## src/rtl/psg_volume_ramp_pkg.sv

```systemverilog
// rtl/psg_volume_ramp_pkg.sv - gain table, gain width and sequencer states for the PSG volume ramp
package psg_pkg;

    localparam int PSG_GW = 8;

    // Roughly 3 dB per volume code; entry 15 is full scale.
    localparam logic [15:0][PSG_GW-1:0] GAIN_TBL = {
        8'd255, 8'd189, 8'd129, 8'd88, 8'd60, 8'd41, 8'd28, 8'd19,
        8'd13,  8'd9,   8'd6,   8'd4,  8'd3,  8'd2,  8'd1,  8'd0
    };

    localparam logic [1:0] ST_IDLE = 2'd0;
    localparam logic [1:0] ST_MUL  = 2'd1;
    localparam logic [1:0] ST_DONE = 2'd2;

    function automatic logic [PSG_GW-1:0] target_gain(input logic [3:0] vol, input logic mute);
        return mute ? '0 : GAIN_TBL[vol];
    endfunction

endpackage

```

## src/rtl/psg_volume_ramp_if.sv

```systemverilog
// rtl/psg_volume_ramp_if.sv - sample/volume bus between the voice mixers and the volume ramp
interface psg_volume_ramp_if #(
    parameter int NCH = 4,
    parameter int IW  = 22,
    parameter int OW  = 30
);
    logic                sample_valid_i;
    logic [NCH*IW-1:0]   sample_i;
    logic [NCH*4-1:0]    volume_i;
    logic [NCH-1:0]      mute_i;
    logic                ramp_en_i;
    logic [NCH*OW-1:0]   o;
    logic                valid_o;
    logic                busy_o;
    logic                overrun_o;

    modport master (
        output sample_valid_i, sample_i, volume_i, mute_i, ramp_en_i,
        input  o, valid_o, busy_o, overrun_o
    );

    modport slave (
        input  sample_valid_i, sample_i, volume_i, mute_i, ramp_en_i,
        output o, valid_o, busy_o, overrun_o
    );
endinterface

```

## src/rtl/psg_volume_ramp_gain_ramp.sv

```systemverilog
// rtl/psg_volume_ramp_gain_ramp.sv - per-channel current gain, jumping or slewing toward its target
module psg_gain_ramp
    import psg_pkg::*;
#(
    parameter int STEP = 4
) (
    input  logic              clk_i,
    input  logic              rst_i,
    input  logic              load,
    input  logic              ramp_en,
    input  logic              step,
    input  logic [PSG_GW-1:0] target,
    output logic [PSG_GW-1:0] gain
);

    localparam logic [PSG_GW-1:0] STEP_G = PSG_GW'(STEP);

    logic [PSG_GW-1:0] gain_q;
    logic [PSG_GW-1:0] gain_nxt;
    logic [PSG_GW-1:0] diff_up;
    logic [PSG_GW-1:0] diff_dn;

    assign diff_up = target - gain_q;
    assign diff_dn = gain_q - target;

    // Snap to the target once within one step so the ramp never overshoots.
    always_comb begin
        gain_nxt = gain_q;
        if (!ramp_en) begin
            gain_nxt = target;
        end else if (step) begin
            if (target > gain_q) begin
                gain_nxt = (diff_up <= STEP_G) ? target : gain_q + STEP_G;
            end else if (target < gain_q) begin
                gain_nxt = (diff_dn <= STEP_G) ? target : gain_q - STEP_G;
            end
        end
    end

    always_ff @(posedge clk_i) begin
        if (!rst_i) begin
            gain_q <= '0;
        end else if (load) begin
            gain_q <= gain_nxt;
        end
    end

    assign gain = gain_q;

endmodule

```

## src/rtl/psg_volume_ramp.sv

```systemverilog
// rtl/psg_volume_ramp.sv - multi-channel PSG volume with mute and gain ramping on one shared multiplier
module psg_volume_ramp
    import psg_pkg::*;
#(
    parameter int NCH      = 4,
    parameter int IW       = 22,
    parameter int GW       = PSG_GW,
    parameter int OW       = IW + GW,
    parameter int RAMP_DIV = 16,
    parameter int STEP     = 4
) (
    input  logic              clk_i,
    input  logic              rst_i,
    psg_volume_ramp_if.slave  bus
);

    localparam int CW = (NCH > 1) ? $clog2(NCH) : 1;
    localparam int RW = (RAMP_DIV > 1) ? $clog2(RAMP_DIV) : 1;
    localparam logic [CW-1:0] LAST_CH   = CW'(NCH - 1);
    localparam logic [RW-1:0] RAMP_LAST = RW'(RAMP_DIV - 1);

    logic [1:0]          state;
    logic [CW-1:0]       chan;
    logic [CW-1:0]       prod_chan;
    logic                prod_vld;
    logic [OW-1:0]       prod;
    logic [NCH*IW-1:0]   sample_q;
    logic [NCH*OW-1:0]   o_q;
    logic [RW-1:0]       ramp_cnt;
    logic                valid_q;
    logic                busy_q;
    logic                overrun_q;
    logic                accept;
    logic                ramp_step;
    logic [IW-1:0]       samp [NCH];
    logic [GW-1:0]       gain [NCH];

    assign accept    = bus.sample_valid_i && (state == ST_IDLE);
    assign ramp_step = bus.ramp_en_i && (ramp_cnt == RAMP_LAST);

    for (genvar c = 0; c < NCH; c++) begin : g_ch
        assign samp[c] = sample_q[c*IW +: IW];

        psg_gain_ramp #(.STEP(STEP)) u_ramp (
            .clk_i   (clk_i),
            .rst_i   (rst_i),
            .load    (accept),
            .ramp_en (bus.ramp_en_i),
            .step    (ramp_step),
            .target  (target_gain(bus.volume_i[c*4 +: 4], bus.mute_i[c])),
            .gain    (gain[c])
        );
    end

    always_ff @(posedge clk_i) begin
        if (!rst_i) begin
            state     <= ST_IDLE;
            chan      <= '0;
            prod_chan <= '0;
            prod_vld  <= 1'b0;
            prod      <= '0;
            sample_q  <= '0;
            o_q       <= '0;
            ramp_cnt  <= '0;
            valid_q   <= 1'b0;
            busy_q    <= 1'b0;
            overrun_q <= 1'b0;
        end else begin
            valid_q <= 1'b0;

            // Products land one cycle after their multiply slot.
            for (int c = 0; c < NCH; c++) begin
                if (prod_vld && prod_chan == CW'(c)) begin
                    o_q[c*OW +: OW] <= prod;
                end
            end

            if (bus.sample_valid_i && busy_q) begin
                overrun_q <= 1'b1;
            end

            if (accept && bus.ramp_en_i) begin
                ramp_cnt <= ramp_step ? '0 : ramp_cnt + 1'b1;
            end

            case (state)
                ST_IDLE: begin
                    if (bus.sample_valid_i) begin
                        sample_q <= bus.sample_i;
                        chan     <= '0;
                        busy_q   <= 1'b1;
                        state    <= ST_MUL;
                    end
                end
                ST_MUL: begin
                    prod      <= OW'(samp[chan]) * OW'(gain[chan]);
                    prod_chan <= chan;
                    prod_vld  <= 1'b1;
                    chan      <= chan + 1'b1;
                    if (chan == LAST_CH) begin
                        state <= ST_DONE;
                    end
                end
                ST_DONE: begin
                    prod_vld <= 1'b0;
                    valid_q  <= 1'b1;
                    busy_q   <= 1'b0;
                    state    <= ST_IDLE;
                end
                default: state <= ST_IDLE;
            endcase
        end
    end

    assign bus.o         = o_q;
    assign bus.valid_o   = valid_q;
    assign bus.busy_o    = busy_q;
    assign bus.overrun_o = overrun_q;

endmodule

```

## src/flat_wrapper.sv

```systemverilog
// flat-port wrapper written by rule: the top's interface ports become plain ports
module psg_volume_ramp_flat import psg_pkg::*;
#(
    parameter int NCH      = 4,
    parameter int IW       = 22,
    parameter int GW       = PSG_GW,
    parameter int OW       = IW + GW,
    parameter int RAMP_DIV = 16,
    parameter int STEP     = 4
)
  (clk_i, rst_i, bus_sample_valid_i, bus_sample_i, bus_volume_i, bus_mute_i, bus_ramp_en_i, bus_o, bus_valid_o, bus_busy_o, bus_overrun_o);
  psg_volume_ramp_if #(.NCH(NCH), .IW(IW), .OW(OW)) bus_i ();
  input  logic clk_i;
  input  logic rst_i;
  input wire logic [$bits(bus_i.sample_valid_i)-1:0] bus_sample_valid_i;
  input wire logic [$bits(bus_i.sample_i)-1:0] bus_sample_i;
  input wire logic [$bits(bus_i.volume_i)-1:0] bus_volume_i;
  input wire logic [$bits(bus_i.mute_i)-1:0] bus_mute_i;
  input wire logic [$bits(bus_i.ramp_en_i)-1:0] bus_ramp_en_i;
  output wire logic [$bits(bus_i.o)-1:0] bus_o;
  output wire logic [$bits(bus_i.valid_o)-1:0] bus_valid_o;
  output wire logic [$bits(bus_i.busy_o)-1:0] bus_busy_o;
  output wire logic [$bits(bus_i.overrun_o)-1:0] bus_overrun_o;
  assign bus_i.sample_valid_i = bus_sample_valid_i;
  assign bus_i.sample_i = bus_sample_i;
  assign bus_i.volume_i = bus_volume_i;
  assign bus_i.mute_i = bus_mute_i;
  assign bus_i.ramp_en_i = bus_ramp_en_i;
  assign bus_o = bus_i.o;
  assign bus_valid_o = bus_i.valid_o;
  assign bus_busy_o = bus_i.busy_o;
  assign bus_overrun_o = bus_i.overrun_o;
  psg_volume_ramp #(.NCH(NCH), .IW(IW), .GW(GW), .OW(OW), .RAMP_DIV(RAMP_DIV), .STEP(STEP)) u_core (.clk_i(clk_i), .rst_i(rst_i), .bus(bus_i));
endmodule
```

## config.mk

```make
export PLATFORM = sky130hd
export DESIGN_NAME = psg_volume_ramp_flat
export DESIGN_NICKNAME = d
export VERILOG_FILES = /design/src/rtl/psg_volume_ramp_pkg.sv /design/src/rtl/psg_volume_ramp_if.sv /design/src/rtl/psg_volume_ramp_gain_ramp.sv /design/src/rtl/psg_volume_ramp.sv /design/src/flat_wrapper.sv
export SDC_FILE = /design/constraint.sdc
export NUM_CORES = 1
export LEC_CHECK = 0
export ABC_CLOCK_PERIOD_IN_PS = 17600
export BUFFER_PORTS_ARGS = -buffer_cell sky130_fd_sc_hd__buf_2
export CORE_UTILIZATION = 35
export DETAILED_ROUTE_END_ITERATION = 10
export GPL_TIMING_DRIVEN = 0
export PLACE_DENSITY = 0.62
export SYNTH_ARGS = -nofsm -noshare
export SYNTH_HDL_FRONTEND = slang
export SYNTH_SLANG_ARGS = --single-unit
```

## constraint.sdc

```tcl
create_clock -name clk_i -period 17.6 [get_ports clk_i]
set_input_delay 0.88 -clock clk_i [delete_from_list [all_inputs] [get_ports clk_i]]
set_output_delay 0.88 -clock clk_i [all_outputs]
set_load 0.01 [all_outputs]
```

==> metrics list <==
* Run status: complete, no violations
- Post-Synthesis Net Count: 2984
* Fraction of layout instances using a drive strength above 1: 12.8%
- Internal power comes to 1250 uW.
- Antenna-violating nets left: 0
* H-Tree Depth: 2
* Number of core rows: 89
* DR WL/cell: 17.5 um
- The final layout contains routed wiring with a total length of 64300 um.
* Area Growth Syn to Fin: 15.6%
- Switching part of the total power: 33.0%
- The library cells used most frequently in the layout, excluding fill and tap cells, are sky130_fd_sc_hd__nand2_1 (567), sky130_fd_sc_hd__a21oi_1 (298), sky130_fd_sc_hd__dfxtp_1 (284).
- After routing, the total negative slack on setup checks comes to 0 ns.
* Clk pwr share: 38.5%
* Leakage power summed over all cells: 0.0104 uW
- Total of fill cells in the finished design: 6067
* Buf+Inv Stages, Crit Path: 6
- At the pin with the least slew margin, the transition time is 1.01 ns.
* Sequence of cells on the critical path: clkbuf_1, buf_2, buf_1, mux4_2, and2_1, fa_1, fa_1, fa_1, inv_1, fa_1, inv_1, ha_1, clkbuf_1, a211o_1, or3_1, o21ai_1, o31a_1, o31a_1, o2bb2ai_1, or4_1, o211ai_1
- Resize count post-CTS: 0
- Kind of start point of the critical path: flip-flop
- Cell mode on critical path: sky130_fd_sc_hd__fa_1
* Global Route Usage Sum: 21.2%
- Dominant register cell in the synthesized netlist: sky130_fd_sc_hd__dfxtp_1
- The library cell used most frequently in the layout, excluding fill and tap cells, is sky130_fd_sc_hd__nand2_1.
- At the worst endpoint, the required time is 18.06 ns.
* Initial antenna violation count: 1
- Portion of total power attributed to sequential cells: 36.9%
* Largest net degree at the start of global routing: 14
- Grt total ovfl: 0
* Proportion of synthesized chip area in sequential cells: 27.2%
* Initial Utilization: 35.5%
- The cell family contributing the most delay on the critical path is adder cells.
* Max Transition Viols Final: 0
- Min-Delay Path Class: flip-flop to flip-flop
- Highest-delay cell along the critical path: sky130_fd_sc_hd__buf_1
* N_diodes: 0
- Along the worst path, the maximum fanout reaches 10.
* FF+latch count, synth: 284
* Async S/R FF share, synth: 0%
- Library cell used as clock root buffer: sky130_fd_sc_hd__clkbuf_16
- Setup violations remaining at the end of the flow were counted as 0.
- IR analysis of the VDD net gives a maximum drop of 0.0000604 V.
- Worst-skew pair later-pin latency: 0.56 ns
* # IOs: 235
- The worst path needs 7.77 ns of the cycle, external delays included.
- After clock tree synthesis, the clock-pin slew on the worst setup and hold paths is 0.06 ns.
- In the routed design, unresolved DRC markers number 0.
* Net switching power: 617 uW
- Number of hold-repair buffers added at the cts stage: 0
* Number of warnings issued by yosys: 0
- Die outline height: 247 um
* Total Power Consumption: 1870 uW
- Measured against its own limit, the worst slew margin works out to 32.6%.
* Max_cap viols: 0
* Detailed-routing iteration count for the pre-antenna-repair pass: 5
* Half-perimeter wire length after placement: 50300 um
- The first global-routing pass estimated 102000 um of wire.
- Synthesized area: 20900 um2
* DIE AREA: 60800 um2
- Sort of element at the end of the critical path: flip-flop
- The clock arrives with 0.0308 ns of skew.
* Core Region: 59000 um2
* Worst setup path class: flip-flop to flip-flop
- Cells after Synth: 2605
* Distinct cell type count after synthesis: 92
- The detailed router finished its first iteration with 1156 violations.
- Once the clock tree was built, the setup fixing pass inserted 0 buffers.
* Number of nets at the end of the flow: 3249
- Dividing the detail-routed via count by the number of cells gives 5.18.
- Vias post-DR: 19000
* Port bufs: 229
- Syn_area_per_cell: 8.03 um2
- Pwr Density: 77.4 nW/um2
- Setup repair after global routing left no endpoint under its margin.
- Number of endpoints with negative hold slack in the final report: 0
- CTS Buf Count: 34
- The synthesized design contains 0 enable-type register cells.
- Combinational fraction of design power: 24.6%
- TritonCTS built the clock tree.
* Post-route clock period utilization: 44.1%
- Highest clock rate: 129 MHz
- From left edge to right edge, the die measures 247 um.
- Clock tree synthesis found a total of 284 sinks.
- Clk buf depth: 3
- Vias in the first global route: 18300
- Crit path largest cell delay: 0.77 ns
- Weighted congestion at the end of routability-driven global placement: 0.898
- STA puts the critical path data arrival time at 8.23 ns.
==> power groups by stage <==
stage	Clock, uW	Combinational (uW)	Sequential [uW]
floorplan	0	331	695
global placement	0	451	704
detailed placement	0	453	704
CTS	730	456	690
global route	758	512	693
finish	720	461	691
==> per-layer routing <==
layer | GRT usage [%] | wire length [um] | vias up
li1 | - | - | 9287
met3 | 2.88 | 3550 | 101
met4 | 6.88 | 1860 | 0
met5 | 0 | 0 | -
met1 | 28.9 | 29100 | 9059
met2 | 34.4 | 29800 | 558
==> area by class of cell <==
cell class | count | area (um2) | area share (%)
multi-input combinational | 1949 | 13800 | 57.2
clock inverter | 11 | 145 | 0.600
inverter | 229 | 860 | 3.55
sequential | 284 | 5690 | 23.5
timing repair buffer | 229 | 1150 | 4.74
buffer | 143 | 553 | 2.29
tap | 773 | 967 | 4.00
clock buffer | 51 | 1000 | 4.15
==> worst reg2reg max path, stage by stage, from the launching register on <==
cell                        delay [ns]
sky130_fd_sc_hd__dfxtp_1          0.41
sky130_fd_sc_hd__clkbuf_1         0.40
sky130_fd_sc_hd__buf_2            0.44
sky130_fd_sc_hd__buf_1            0.78
sky130_fd_sc_hd__mux4_2           0.76
sky130_fd_sc_hd__and2_1           0.24
sky130_fd_sc_hd__fa_1             0.50
sky130_fd_sc_hd__fa_1             0.53
sky130_fd_sc_hd__fa_1             0.54
sky130_fd_sc_hd__inv_1            0.05
sky130_fd_sc_hd__fa_1             0.52
sky130_fd_sc_hd__inv_1            0.04
sky130_fd_sc_hd__ha_1             0.27
sky130_fd_sc_hd__clkbuf_1         0.18
sky130_fd_sc_hd__a211o_1          0.31
sky130_fd_sc_hd__or3_1            0.30
sky130_fd_sc_hd__o21ai_1          0.21
sky130_fd_sc_hd__o31a_1           0.25
sky130_fd_sc_hd__o31a_1           0.24
sky130_fd_sc_hd__o2bb2ai_1        0.12
sky130_fd_sc_hd__or4_1            0.47
sky130_fd_sc_hd__o211ai_1         0.10
==> synthesized netlist by cell type, types with 7 or more instances <==
cell type,count,area share (%)
sky130_fd_sc_hd__nand2b_1,18,0.54
sky130_fd_sc_hd__or3_1,13,0.39
sky130_fd_sc_hd__nor3_1,37,0.88
sky130_fd_sc_hd__nand2_1,567,10
sky130_fd_sc_hd__nor2b_1,27,0.81
sky130_fd_sc_hd__and2_1,135,4.0
sky130_fd_sc_hd__xnor2_1,21,0.88
sky130_fd_sc_hd__dfxtp_1,284,27
sky130_fd_sc_hd__a221oi_1,7,0.29
sky130_fd_sc_hd__a21o_1,24,0.86
sky130_fd_sc_hd__o21a_1,13,0.47
sky130_fd_sc_hd__ha_1,147,8.8
sky130_fd_sc_hd__o21ai_0,68,1.6
sky130_fd_sc_hd__or2_2,11,0.33
sky130_fd_sc_hd__and3_1,9,0.27
sky130_fd_sc_hd__a21oi_1,298,7.1
sky130_fd_sc_hd__buf_2,9,0.22
sky130_fd_sc_hd__o31a_1,8,0.33
sky130_fd_sc_hd__fa_1,120,11
sky130_fd_sc_hd__o31ai_1,10,0.36
sky130_fd_sc_hd__nor2_1,91,1.6
sky130_fd_sc_hd__mux2i_1,19,0.91
sky130_fd_sc_hd__a31oi_1,18,0.54
sky130_fd_sc_hd__xor2_1,19,0.80
sky130_fd_sc_hd__a211oi_1,18,0.65
sky130_fd_sc_hd__nand4_1,14,0.42
sky130_fd_sc_hd__inv_1,228,4.1
sky130_fd_sc_hd__buf_1,9,0.16
sky130_fd_sc_hd__mux4_2,34,3.7
sky130_fd_sc_hd__nor3b_1,10,0.36
sky130_fd_sc_hd__nand3_1,44,1.1
sky130_fd_sc_hd__o211ai_1,16,0.57
sky130_fd_sc_hd__nand3b_1,12,0.43
sky130_fd_sc_hd__clkbuf_1,123,2.2
==> through the flow <==
step / hold slack [ns] / instances / utilization, % / worst slack, ns / cell area [um2]
floorplan: 0.433 / 2605 / - / 11.02 / 20900
global placement: 0.440 / 3607 / 39.0 / 9.87 / 23000
detailed placement: 0.443 / 3607 / 39.0 / 9.87 / 23000
CTS: 0.451 / 3669 / 41.0 / 9.75 / 24200
global route: 0.468 / 3669 / 41.0 / 9.38 / 24200
finish: 0.451 / 3669 / 41.0 / 9.83 / 24200
==> cell families (layout without fill, tap and decap cells) <==
| kind of cell | count (synthesis) | count (layout) | share of synthesized area, % |
|---|---|---|---|
| DFF | 284 | 284 | 27.2 |
| adders and majority gates | 267 | 267 | 20.3 |
| muxes | 57 | 57 | 4.78 |
| buffers and inverters | 372 | 663 | 6.75 |
| AOI/OAI and AO/OA | 571 | 571 | 16.9 |
| xor gates and xnor gates | 40 | 40 | 1.67 |
| and+or+nand+nor | 1014 | 1014 | 22.4 |
==> flip-flops by register name, summed over array words and instances (netlist names), 2 cells and up <==
signal                   cells
u_core.bus.o               120
u_core.sample_q             88
u_core.g_ch.u_ramp.gain     32
u_core.prod                 30
u_core.ramp_cnt              4
u_core.chan                  2
u_core.prod_chan             2
u_core.state                 2
==> worst paths after layout <==
check	slack (ns)	endpoint	cells after the start	start
worst max-delay path	9.83	u_core.prod[28]	21	u_core.chan[0]
worst min-delay path	0.45	u_core.bus.o[104]	2	u_core.bus.o[104]
worst max register to register	9.83	u_core.prod[28]	21	u_core.chan[0]
worst min register to register	0.45	u_core.bus.o[104]	2	u_core.bus.o[104]
(Power assumes the default switching activity.)
